**src/rtl/hazard_ctrl.sv**
```systemverilog
// Pipeline hazard controller: operand forwarding, load-use and multi-cycle stalls,
// mispredict flushes, and a saturating count of stalled cycles.
module hazard_ctrl #(
  parameter int ADDR_W   = 5,
  parameter int LOAD_LAT = 1,
  parameter int MUL_LAT  = 3,
  parameter int CNT_W    = 16
) (
  input  logic              clk,
  input  logic              rst,
  input  logic [ADDR_W-1:0] Rs1D,
  input  logic [ADDR_W-1:0] Rs2D,
  input  logic [ADDR_W-1:0] Rs1E,
  input  logic [ADDR_W-1:0] Rs2E,
  input  logic [ADDR_W-1:0] RdE,
  input  logic [ADDR_W-1:0] RdM,
  input  logic [ADDR_W-1:0] RdW,
  input  logic              RegWriteM,
  input  logic              RegWriteW,
  input  logic              MemReadE,
  input  logic              MulStartE,
  input  logic              MispredictE,
  output logic [1:0]        ForwardAE,
  output logic [1:0]        ForwardBE,
  output logic              StallF,
  output logic              StallD,
  output logic              StallE,
  output logic              FlushD,
  output logic              FlushE,
  output logic              FlushM,
  output logic              busy,
  output logic [CNT_W-1:0]  stall_cycles
);

  typedef enum logic [1:0] {IDLE, LOAD_STALL, MUL_BUSY} state_t;

  localparam logic [3:0] LOAD_INIT = 4'((LOAD_LAT > 1) ? LOAD_LAT - 2 : 0);
  localparam logic [3:0] MUL_INIT  = 4'((MUL_LAT > 1) ? MUL_LAT - 2 : 0);

  state_t     state, state_n;
  logic [3:0] cnt, cnt_n;
  logic       load_haz;

  // Memory stage wins over writeback: it holds the younger result.
  always_comb begin
    ForwardAE = 2'b00;
    if (RegWriteM && (RdM != '0) && (RdM == Rs1E))      ForwardAE = 2'b10;
    else if (RegWriteW && (RdW != '0) && (RdW == Rs1E)) ForwardAE = 2'b01;
  end

  always_comb begin
    ForwardBE = 2'b00;
    if (RegWriteM && (RdM != '0) && (RdM == Rs2E))      ForwardBE = 2'b10;
    else if (RegWriteW && (RdW != '0) && (RdW == Rs2E)) ForwardBE = 2'b01;
  end

  assign load_haz = MemReadE && (RdE != '0) && ((RdE == Rs1D) || (RdE == Rs2D));

  always_ff @(posedge clk or posedge rst) begin
    if (rst) begin
      state <= IDLE;
      cnt   <= '0;
    end else begin
      state <= state_n;
      cnt   <= cnt_n;
    end
  end

  always_comb begin
    state_n = state;
    cnt_n   = cnt;
    StallF  = 1'b0;
    StallD  = 1'b0;
    StallE  = 1'b0;
    FlushD  = 1'b0;
    FlushE  = 1'b0;
    FlushM  = 1'b0;
    if (!rst) begin
      case (state)
        IDLE: begin
          if (MispredictE) begin
            FlushD = 1'b1;
            FlushE = 1'b1;
          end else if (MulStartE) begin
            if (MUL_LAT > 1) begin
              StallF = 1'b1;
              StallD = 1'b1;
              StallE = 1'b1;
              FlushM = 1'b1;
              if (MUL_LAT > 2) begin
                cnt_n   = MUL_INIT;
                state_n = MUL_BUSY;
              end
            end
          end else if (load_haz) begin
            StallF = 1'b1;
            StallD = 1'b1;
            FlushE = 1'b1;
            if (LOAD_LAT > 1) begin
              cnt_n   = LOAD_INIT;
              state_n = LOAD_STALL;
            end
          end
        end
        LOAD_STALL: begin
          StallF = 1'b1;
          StallD = 1'b1;
          FlushE = 1'b1;
          if (cnt == 4'd0) state_n = IDLE;
          else             cnt_n   = cnt - 4'd1;
        end
        MUL_BUSY: begin
          StallF = 1'b1;
          StallD = 1'b1;
          StallE = 1'b1;
          FlushM = 1'b1;
          // The launch cycle in IDLE is one of the MUL_LAT-1 stalls, so leave one early.
          if (cnt <= 4'd1) begin
            state_n = IDLE;
            cnt_n   = 4'd0;
          end else begin
            cnt_n = cnt - 4'd1;
          end
        end
        default: begin
          state_n = IDLE;
          cnt_n   = 4'd0;
        end
      endcase
    end
  end

  assign busy = (state != IDLE);

  always_ff @(posedge clk or posedge rst) begin
    if (rst)                                  stall_cycles <= '0;
    else if (StallF && (stall_cycles != '1)) stall_cycles <= stall_cycles + CNT_W'(1);
  end

endmodule

```
**config.mk**
```make
export PLATFORM = sky130hd
export DESIGN_NAME = hazard_ctrl
export DESIGN_NICKNAME = d
export VERILOG_FILES = /design/src/rtl/hazard_ctrl.sv
export SDC_FILE = /design/constraint.sdc
export NUM_CORES = 1
export LEC_CHECK = 0
export BUFFER_PORTS_ARGS = -buffer_cell sky130_fd_sc_hd__buf_4
export CAP_MARGIN = 20
export CORE_ASPECT_RATIO = 1.25
export CORE_MARGIN = 8
export CORE_UTILIZATION = 25
export DETAILED_ROUTE_END_ITERATION = 10
export PLACE_DENSITY = 0.5
export SLEW_MARGIN = 25
export SYNTH_ARGS = -nofsm -noshare
export SYNTH_HDL_FRONTEND = slang
export SYNTH_SLANG_ARGS = --single-unit
```
**constraint.sdc**
```tcl
create_clock -name clk -period 2.5 [get_ports clk]
set_clock_uncertainty 0.1 [all_clocks]
set_input_delay 0.5 -clock clk [delete_from_list [all_inputs] [get_ports clk]]
set_output_delay 0.5 -clock clk [all_outputs]
set_load 0.005 [all_outputs]
```
[After elaboration in Yosys (flattened, before gate mapping)]
Cells that the tools add are included.
Word-level totals
  flip-flop bits (word level): 22
  input bits: 42
Operators by class
  add/sub/neg operators: 2
  order comparisons: 1
  equality and inequality tests: 14
  muxes and demuxes: 30
  bitwise operators: 1
  reductions and logical operators: 19
Operators with widths (count)
  == test 5 bit: 6
  adder 16 x 1 -> 16 bit (second input constant): 1
  two-way mux 4 bit: 4
  inequality test 16 bit (second input constant): 1
  two-way mux 1 bit: 15
  nonzero test 5 bit: 3
  two-way mux 2 bit: 6
  case mux 4 bit (3 select lines): 1
  inequality test 2 bit (second input constant): 5
  logical AND 1 bit: 9
  case mux 1 bit (2 select lines): 3
  case mux 2 bit (3 select lines): 1
  AND reduction 5 bit: 1
  <= comparator 4 x 1 -> 1 bit (second input constant): 1
  zero test 4 bit: 1
  AND reduction 4 bit: 1
  subtractor 4 x 1 -> 4 bit (second input constant): 1
  == test 2 x 1 -> 1 bit (second input constant): 1
  == test 2 bit (second input constant): 1
  zero test 2 bit: 1
  nonzero test 2 bit: 1
  OR reduction 2 bit: 1
  logical OR 1 bit: 1
  inverter 1 bit: 1

[Longest topological paths before layout]
Gate-level depths: netlist of the first run.
  word-level depth: 9
  mapped depth: 8
  gate-level depth less buffers: 8

[Worst setup path after synthesis of the first run]
OpenSTA, ideal clock, no wires.
  path kind: input -> output
  start: in RdE[1]
  end: out StallF
  arrival time: 1.668 ns
  data required time: 1.900 ns
  slack: 0.232 ns
  cell stages on the path: 5
  buffers on the path: 2
  cell sequence: or4_1 -> o21a_1 -> a31o_1 -> buf_6 -> buf_4
On the way
  longest elaborated chain between the ends: 8
Ends and longest elaborated chain
  from (decl): RTL line 15  | input logic [ADDR_W-1:0] RdE,
  == test 5 bit / nonzero test 5 bit (equally long branches): RTL line 57  | assign load_haz = MemReadE && (RdE != '0) && ((RdE == Rs1D) || (RdE == Rs2D));
  logical OR 1 bit / logical AND 1 bit (equally long branches): RTL line 57
  logical AND 1 bit *: RTL line 57
  two-way mux 1 bit * (3 in a row)
  case mux 1 bit (2 select lines) *
  two-way mux 1 bit *
  to (decl): RTL line 25  | output logic StallF,
Every way passes the cells marked *; elsewhere a longest branch is shown, timed or not.

[Worst setup path after layout of the first run]
  start: in RdE[1]
  end: out StallF
On the way
  longest elaborated chain between the ends: 8
Ends and longest elaborated chain
  == test 5 bit / nonzero test 5 bit (equally long branches): RTL line 57
  logical OR 1 bit / logical AND 1 bit (equally long branches): RTL line 57
  logical AND 1 bit *: RTL line 57
  two-way mux 1 bit *: RTL line 95  | end else if (load_haz) begin
  two-way mux 1 bit *: RTL line 84  | end else if (MulStartE) begin
  two-way mux 1 bit *: RTL line 81  | if (MispredictE) begin
  case mux 1 bit (2 select lines) *: RTL line 79  | case (state)
  two-way mux 1 bit *: RTL line 78  | if (!rst) begin
Marks and branches as above.

==> impl_metrics.yaml, run 1 <==
synthesis:
  syn-num-nets: 203
  ys.flop_type: "dfrtp_1"
  syn_area_per_cell_um2: 9.29
  synth_cells: 158
  post-synth-top-area-cell: "dfrtp_1"
  synth_top_area_share_pct: 35.8
  yosysWarnings: 0
  ys_top_cells_by_area: "dfrtp_1 (36%), xnor2_1 (14%), xor2_1 (13%), nand3_1 (3.8%), nor3_1 (3.4%)"
  syn_area_um2: 1470
  synthDistinctLibCells: 35
  synth-edff-count: 0
  ys_seq_elements: 21
  synthArstFlopShare_pct: 100
  synth_seq_area_share_pct: 35.8
timing:
  fin_ws_ns: 0.0720
  tns_ns: 0
  whs_ns: 0.246
  drv_slew: 0
  tightest_slew_ns: 0.402
  fmax_ghz: 0.412
  rsz0062_at_grt: "no"
  period_needed_ns: 2.43
  setup_viol_count_final: 0
  hold_viol: 0
  fin_crit_sh_pct: 97.1
  slew-limit-headroom_pct: 73.2
worst_setup_path:
  cp-end-kind: "output port"
  regToRegSetupSlack_ns: 0.32
  endpoint: "StallF"
  crit_slowest_cell: "or4_1"
  worst_path_dominant_cell_family: "simple AND/OR/NAND/NOR gates"
  worstPathArrival_ns: 1.83
  cpPeakStageDelay_ns: 0.52
  crit_fanout: 6
  cp_cell_sequence: "buf_4 -> or4_1 -> o21a_1 -> a31o_1 -> buf_4"
  r2r_start: "stall_cycles[4]"
  startpoint: "RdE[1]"
  start_kind: "input pin"
  worstPathRequired_ns: 1.90
  cpMostUsedCell: "buf_4"
  r2r_end: "stall_cycles[15]"
  worst-path-stages: 5
  path_buf_inv: 2
  r2r_cells: 6
  critical_path_class: "in2out"
cts:
  clockBufferDepth: 2
  clk_latency_ns: 0.25
  numCtsBuffers: 3
  root_buffer: "clkbuf_8"
  cts_sinks: 21
  htreeDepth: 1
  cts_tree: "yes"
  clkTransAtPathRegs_ns: 0.07
routing:
  post-route-drc-count: 0
  wirelength_um: 4250
  route.vias.total: 1360
  wl_per_cell_um: 14.3
  postRouteAntennaNets: 0
  drt_iter0_drc: 60
  first_pass_iters: 4
  via_per_inst: 4.58
pwr:
  powerDensity_nw_per_um2: 631
  ir_drop_v: 0.000290
  leakage_nw: 0.988
floorplan:
  io-pin-count: 69
  dieArea_um2: 8590
  initial_utilization_pct: 25.6
  die_w_um: 84.5
  fp.coreArea_um2: 5740
  fp-row-count: 31
  die_y_um: 102
global_route:
  grt_pass1_vias: 1428
  grt_max_degree: 22
  antenna_found_initial: 0
  grt_usage_pct: 10.1
  grt_pass1_wl_um: 6950
  overflow: 0
job:
  cap_violations: 0
placement:
  io_buffers: 68
  dpl.hpwl_um: 3560
  place_inst: 293
  gp_congestion: 0.778
  pre_cts_ws_ns: 0.0188
cells_and_area:
  multi_input_comb_area_um2: 890
  layout_common_cells: "buf_4 (73), xnor2_1 (24), xor2_1 (21), dfrtp_1 (21), nand2_1 (12)"
  drive_gt1_share_pct: 34.6
  layout_commonest_cell: "buf_4"
  instances_no_fill: 297
  regArea_um2: 526
  final_core_util_pct: 36.8
  area_growth_pct: 44.0
  fin_nets: 277
  fill_cells: 621
  diodes: 0
run_status:
  status: "finished, final reports clean"
worst_hold_path:
  hold_class: "in2async"
-- report_power, final --
| part | leakage, nW | internal [mW] | switching (mW) |
|---|---|---|---|
| Combinational | 0.691 | 0.319 | 0.271 |
| Clock | 0.0228 | 0.113 | 0.104 |
| Sequential | 0.275 | 0.424 | 0.102 |
-- metrics by stage --
stage	area [um^2]	total power [mW]
global placement	2070	1.13
finish	2110	1.33
detailed placement	2070	1.13
CTS	2110	1.36
floorplan	1470	0.858
global route	2110	1.47
-- how the worst min path moves through the flow --
stage	startpoint	to	slack [ns]
finish	rst	cnt[3]	0.25
global placement	cnt[3]	cnt[3]	0.38
CTS	rst	state[1]	0.25
floorplan	cnt[3]	cnt[3]	0.36
global route	rst	stall_cycles[13]	0.26
detailed placement	stall_cycles[13]	stall_cycles[13]	0.38
-- layer usage --
layer | wire length [um] | up-vias | part of all wire, % | global-route usage (%)
li1 | - | 700 | - | -
met1 | 1690 | 622 | 40 | 11.3
met2 | 2240 | 34 | 53 | 18.0
met3 | 264 | 4 | 6.2 | 3.41
met4 | 53 | 0 | 1.2 | 2.20
met5 | 0 | - | 0 | 0
-- final cells by class --
cell class / count / share of cell area [%]
Multi-Input combinational cell: 127 / 42.1
Inverter: 6 / 1.07
Timing Repair Buffer: 73 / 25.9
Tap cell: 66 / 3.91
Clock buffer: 4 / 2.13
Sequential cell: 21 / 24.9
-- timing repair --
item,in CTS,in global routing
hold buffers,0,0
resized for setup,0,1
setup endpoints to repair,0,2
hold endpoints to repair,0,0
setup buffers,0,0
-- worst min-delay path, stage by stage --
cell and delay, ns:
buf_4 0.14, inv_1 0.07, buf_4 0.28
-- logic make-up after synthesis --
family	Yosys count	synth area share (%)
AND/OR/NAND/NOR	58	21.1
XOR/XNOR	45	26.9
flip-flops	21	35.8
AO/OA/AOI/OAI	20	9.12
buffers and inverters	10	3.58
adder cells (fa/ha/maj)	3	2.56
multiplexers	1	1.02
-- flip-flops by register name, indices dropped and copies added, names as in the netlist --
register      cells
cnt               4
stall_cycles     16
state             1
-- cells in the mapped netlist, types with 2 or more instances --
library cell / number
nand2_1: 12
dfrtp_1: 21
inv_1: 6
buf_4: 2
ha_1: 3
xnor2_1: 24
nor4_1: 4
a21oi_1: 2
nand4_1: 2
nand3_1: 11
and3_1: 3
nor3_1: 10
nor2_1: 3
a31oi_1: 2
or4_1: 5
xor2_1: 21
nand2b_1: 2
o21ai_0: 8
No activity file was read; power rests on OpenSTA's default activity.
==> inputs of run 2 (changes only) <==
ABC_AREA = 1   (was default)
CELL_PAD_IN_SITES_DETAIL_PLACEMENT = 1   (was default)
CELL_PAD_IN_SITES_GLOBAL_PLACEMENT = 2   (was default)
HOLD_SLACK_MARGIN = 0.02   (was default)
PLACE_DENSITY = 0.81   (was 0.5)
==> run 2 against run 1 <==
  * Area after synthesis up 22%
  * Flip-flop and latch count unchanged
  * First-iteration DRC count shrank 20%
==> impl_metrics.yaml, run 2 <==
worst_setup_path:
  endpoint: "FlushM"
  crit_slowest_cell: "dfrtp_1"
  worstPathArrival_ns: 1.58
  r2r_start: "stall_cycles[0]"
  crit_fanout: 6
  r2r_cells: 8
  worstPathRequired_ns: 1.90
  critical_path_class: "reg2out"
  cp-end-kind: "output port"
  regToRegSetupSlack_ns: 0.47
  r2r_end: "stall_cycles[8]"
  start_kind: "register"
  cp_cell_sequence: "inv_2 -> a21oi_2 -> o21ai_1 -> inv_1 -> buf_4"
  startpoint: "state[1]"
  cpPeakStageDelay_ns: 0.45
timing:
  slew-limit-headroom_pct: 70.5
  tightest_slew_ns: 0.440
  fmax_ghz: 0.459
  drv_slew: 0
  setup_viol_count_final: 0
  period_needed_ns: 2.18
  tns_ns: 0
  hold_viol: 0
  rsz0062_at_grt: "no"
  whs_ns: 0.176
  fin_crit_sh_pct: 87.1
cells_and_area:
  layout_common_cells: "nand2_1 (72), buf_4 (70), nand3_1 (30), nor2_1 (28), inv_1 (27)"
  layout_commonest_cell: "nand2_1"
  diodes: 0
  area_growth_pct: 36.2
  final_core_util_pct: 35.1
  fill_cells: 894
  top_regs: "stall_cycles (16), cnt (4), state (1)"
  drive_gt1_share_pct: 26.5
  fin_nets: 374
  top_register: "stall_cycles"
  largest_reg_flops: 16
worst_hold_path:
  hold_class: "in2async"
synthesis:
  synth-edff-count: 0
  ys.flop_type: "dfrtp_1"
  ys_top_cells_by_area: "dfrtp_1 (29%), nand2_1 (15%), xor2_1 (10%), nand3_1 (8.4%), xnor2_1 (8.3%)"
  syn_area_um2: 1790
  synthArstFlopShare_pct: 100
  synth_top_area_share_pct: 29.4
  yosysWarnings: 0
  synth_seq_area_share_pct: 29.4
  post-synth-top-area-cell: "dfrtp_1"
  syn-num-nets: 304
  synth_cells: 259
  synthDistinctLibCells: 28
  synth_most_common_cell: "nand2_1"
  ys_seq_elements: 21
  synth_commonest_cells: "nand2_1 (72), nand3_1 (30), nor2_1 (28), inv_1 (27)"
  syn_area_per_cell_um2: 6.90
placement:
  gp_congestion: 0.739
  io_buffers: 68
  dpl.hpwl_um: 4680
global_route:
  grt_pass1_wl_um: 9850
  grt_max_degree: 22
  grt_usage_pct: 11.6
  grt_pass1_vias: 2193
  antenna_found_initial: 0
  overflow: 0
routing:
  post-route-drc-count: 0
  route.vias.total: 1869
  wl_per_cell_um: 13.2
  first_pass_iters: 4
  via_per_inst: 4.47
  drt_iter0_drc: 48
  wirelength_um: 5540
  postRouteAntennaNets: 0
cts:
  post_cts_resize_count: 0
  numCtsBuffers: 3
  cts_tree: "yes"
  cts_hold_buf: 0
  clkTransAtPathRegs_ns: 0.10
  root_buffer: "clkbuf_8"
  htreeDepth: 1
  cts_setup_buffers: 0
  cts_sinks: 21
  clk_latency_ns: 0.28
  clockBufferDepth: 2
floorplan:
  die_w_um: 91.6
  io-pin-count: 69
  dieArea_um2: 10100
  initial_utilization_pct: 25.8
  die_y_um: 111
  fp.coreArea_um2: 6930
  fp-row-count: 34
pwr:
  fin_total_pwr_mw: 1.30
  ir_drop_v: 0.000280
  powerDensity_nw_per_um2: 533
  leakage_nw: 1.27
job:
  cap_violations: 0
run_status:
  status: "finished, final reports clean"
run 2: cells by family after synthesis:
logic type / synth area share [%]
AOI/OAI and AO/OA: 3.78
xor gates and xnor gates: 18.6
adders and majority gates: 2.10
buffers and inverters: 8.89
DFF: 29.4
and+or+nand+nor: 37.2
run 2: area by class of cell:
type | count | area [um^2] | share of cell area, %
clock buffer | 3 | 41.3 | 1.69
clock inverter | 1 | 7.51 | 0.308
inverter | 32 | 120 | 4.93
multi-input combinational | 201 | 1100 | 45.3
sequential | 21 | 526 | 21.6
tap | 90 | 113 | 4.62
timing repair buffer | 70 | 526 | 21.6
run 2: worst max-delay path, delay by kind of cell (launching register included):
| kind | cells | cell delay (ns) |
|---|---|---|
| AO/OA/AOI/OAI | 2 | 0.32 |
| buffers and inverters | 3 | 0.52 |
| flip-flops | 1 | 0.45 |
run 2: worst min-delay path by stage:
| stage | startpoint | endpoint | slack [ns] | cells after the start |
|---|---|---|---|---|
| floorplan | rst | cnt[0] | 0.38 | 1 |
| global placement | stall_cycles[13] | stall_cycles[13] | 0.42 | 2 |
| detailed placement | stall_cycles[13] | stall_cycles[13] | 0.42 | 2 |
| CTS | rst | state[1] | 0.20 | 3 |
| global route | rst | state[1] | 0.21 | 3 |
| finish | rst | state[1] | 0.18 | 3 |
run 2: per-stage QoR:
stage                     area [um^2]  setup slack [ns]  std cells
after floorplan                  1790             0.552        259
after global placement           2390             0.453        414
after detailed placement         2390             0.408        414
after CTS                        2440             0.303        418
after global routing             2440             0.149        418
final                            2440             0.322        418
run 2: metal layers:
layer  vias up  global-route usage (%)  routed length [um]
li1        953                       -                   -
met1       868                    12.0                2160
met2        46                    22.0                3000
met3         2                    3.39                 341
met4         0                    2.30                  36
met5         -                       0                   0
run 2: power breakdown:
| group | total (mW) | switching [mW] | internal (mW) |
|---|---|---|---|
| Sequential | 0.483 | 0.0786 | 0.404 |
| Combinational | 0.568 | 0.306 | 0.262 |
| Clock | 0.247 | 0.134 | 0.113 |
==> inputs of run 3 (changes only) <==
--- a/config.mk
+++ b/config.mk
@@ -16,5 +16,5 @@
 export DETAILED_ROUTE_END_ITERATION = 10
 export HOLD_SLACK_MARGIN = 0.02
-export PLACE_DENSITY = 0.81
+export PLACE_DENSITY = 0.79
 export SLEW_MARGIN = 25
 export SYNTH_ARGS = -nofsm -noshare
==> constraint.sdc (replaced) <==
create_clock -name clk -period 2.5 [get_ports clk]
set_clock_uncertainty 0.1 [all_clocks]
set_input_delay 0.5 -clock clk [delete_from_list [all_inputs] [get_ports clk]]
set_output_delay 0.5 -clock clk [all_outputs]
set_load 0.1 [all_outputs]
==> run 3 against run 2 <==
  * Sequential power is 1% higher
  * Critical endpoint is now ForwardAE[0]
  * Combinational power is 87% higher
  * Sequential share of layout area shrank 0.52 points
  * Core utilization increased by 1.1 points
  * Hold slack better by 0.031 ns
  * Power up 37%
  * Critical path depth grew 1
  * Register-to-register slack gained 0.03 ns
  * Die area is the same
  * Non-clock buffer count rose by 2
  * Routed wire length grew 0.94%
  * Clock power decreased by 8.1%
==> impl_metrics.yaml, run 3 (synthesized netlist as in run 2, its figures left out) <==
run_status:
  status: "finished, final reports clean"
cts:
  clkTransAtPathRegs_ns: 0.08
  cts_hold_buf: 0
  root_buffer: "clkbuf_8"
  cts_sinks: 21
  htreeDepth: 1
  cts_tree: "yes"
  clk_latency_ns: 0.26
  numCtsBuffers: 3
  cts_setup_buffers: 0
  post_cts_resize_count: 0
  clockBufferDepth: 2
cells_and_area:
  top_regs: "stall_cycles (16), cnt (4), state (1)"
  fill_cells: 883
  largest_reg_flops: 16
  regArea_um2: 529
  multi_input_comb_area_um2: 1160
  area_growth_pct: 40.6
  diodes: 0
  layout_common_cells: "nand2_1 (72), buf_4 (72), nand3_1 (30), inv_1 (26), nor2_1 (26)"
  top_register: "stall_cycles"
  drive_gt1_share_pct: 29.4
  instances_no_fill: 420
  fin_nets: 376
timing:
  whs_ns: 0.207
  tns_ns: 0
  fin_crit_sh_pct: 89.2
  fmax_ghz: 0.449
  tightest_slew_ns: 0.516
  hold_viol: 0
  drv_slew: 0
  setup_viol_count_final: 0
  period_needed_ns: 2.23
  rsz0062_at_grt: "no"
  fin_ws_ns: 0.271
  slew-limit-headroom_pct: 65.6
placement:
  place_inst: 416
  pre_cts_ws_ns: 0.262
  io_buffers: 68
  gp_congestion: 0.778
  dpl.hpwl_um: 4770
routing:
  wl_per_cell_um: 13.3
  postRouteAntennaNets: 0
  top_layer: "met4"
  first_pass_iters: 3
  route.vias.total: 1821
  via_per_inst: 4.34
  drt_iter0_drc: 22
  wirelength_met1_um: 2240
  route.met2.wl_um: 3010
  post-route-drc-count: 0
  dr_wl_met3_um: 260
  wirelength_um: 5590
worst_setup_path:
  cp_cell_sequence: "buf_4 -> xor2_1 -> nor3_1 -> nand3_1 -> nor3_4 -> buf_4"
  crit_slowest_cell: "buf_4"
  critical_path_class: "in2out"
  cpPeakStageDelay_ns: 0.30
  crit_fanout: 3
  worstPathArrival_ns: 1.63
  start_kind: "input pin"
  cp-end-kind: "output port"
  worstPathRequired_ns: 1.90
  r2r_cells: 8
  worst_path_dominant_cell_family: "simple AND/OR/NAND/NOR gates"
  cpMostUsedCell: "buf_4"
  path_buf_inv: 2
  worst-path-stages: 6
global_route:
  grt_usage_pct: 11.4
  antenna_found_initial: 0
  overflow: 0
  grt_max_degree: 18
  grt_pass1_wl_um: 9630
  grt_pass1_vias: 2067
pwr:
  powerDensity_nw_per_um2: 706
  leakage_nw: 1.28
  fin_total_pwr_mw: 1.77
  ir_drop_v: 0.000695
floorplan:
  fp.coreArea_um2: 6930
  die_y_um: 111
  fp-row-count: 34
  initial_utilization_pct: 25.8
  io-pin-count: 69
  die_w_um: 91.6
  dieArea_um2: 10100
job:
  cap_violations: 0
worst_hold_path:
  hold_class: "in2async"
run 3: changes by cell type in the layout (fill, tap and decap cells not counted), sizes merged:
cell    before  now
buf         70   72
inv         32   31
clkbuf       3    4
run 3: through the flow:
step / cell area (um^2) / utilization, %
finish: 2510 / 36.3
global placement: 2470 / 35.6
floorplan: 1870 / -
detailed placement: 2470 / 35.6
CTS: 2510 / 36.3
global route: 2510 / 36.3
run 3: layout make-up:
type | count | share of cell area (%)
flip-flops and latches | 21 | 21.1
repair buffers | 72 | 21.5
clock buffers | 4 | 1.79
inverters | 32 | 4.93
well taps | 90 | 4.48
multi-input cells | 201 | 46.2
run 3: path summary, 6_finish.rpt:
kind                             startpoint               end  slack, ns
setup / recovery                     RdW[1]      ForwardAE[0]       0.27
hold / removal                          rst            cnt[1]       0.21
setup reg to reg            stall_cycles[0]   stall_cycles[3]       0.50
hold reg to reg            stall_cycles[12]  stall_cycles[12]       0.44
max in group asynchronous               rst   stall_cycles[0]       1.54
min in group clk           stall_cycles[12]  stall_cycles[12]       0.44
run 3: worst reg2reg max path: stages, from the launching register on:
cell and delay, ns:
dfrtp_1 0.44, ha_1 0.22, inv_1 0.08, nor2_2 0.20, and2_4 0.20, nand4_4 0.25
nand2_4 0.30, nand2_1 0.09, nand2_1 0.06
run 3: where the power goes:
group / total [mW] / switching, mW / internal (mW)
Sequential: 0.489 / 0.0789 / 0.410
Clock: 0.227 / 0.114 / 0.114
Combinational: 1.06 / 0.782 / 0.276
Total: 1.77 / 0.975 / 0.799
run 3: per-layer routing:
layer	vias up	GRT usage (%)
met4	0	3.18
met2	34	21.5
met3	6	2.57
met1	828	12.1
met5	-	0
li1	953	-
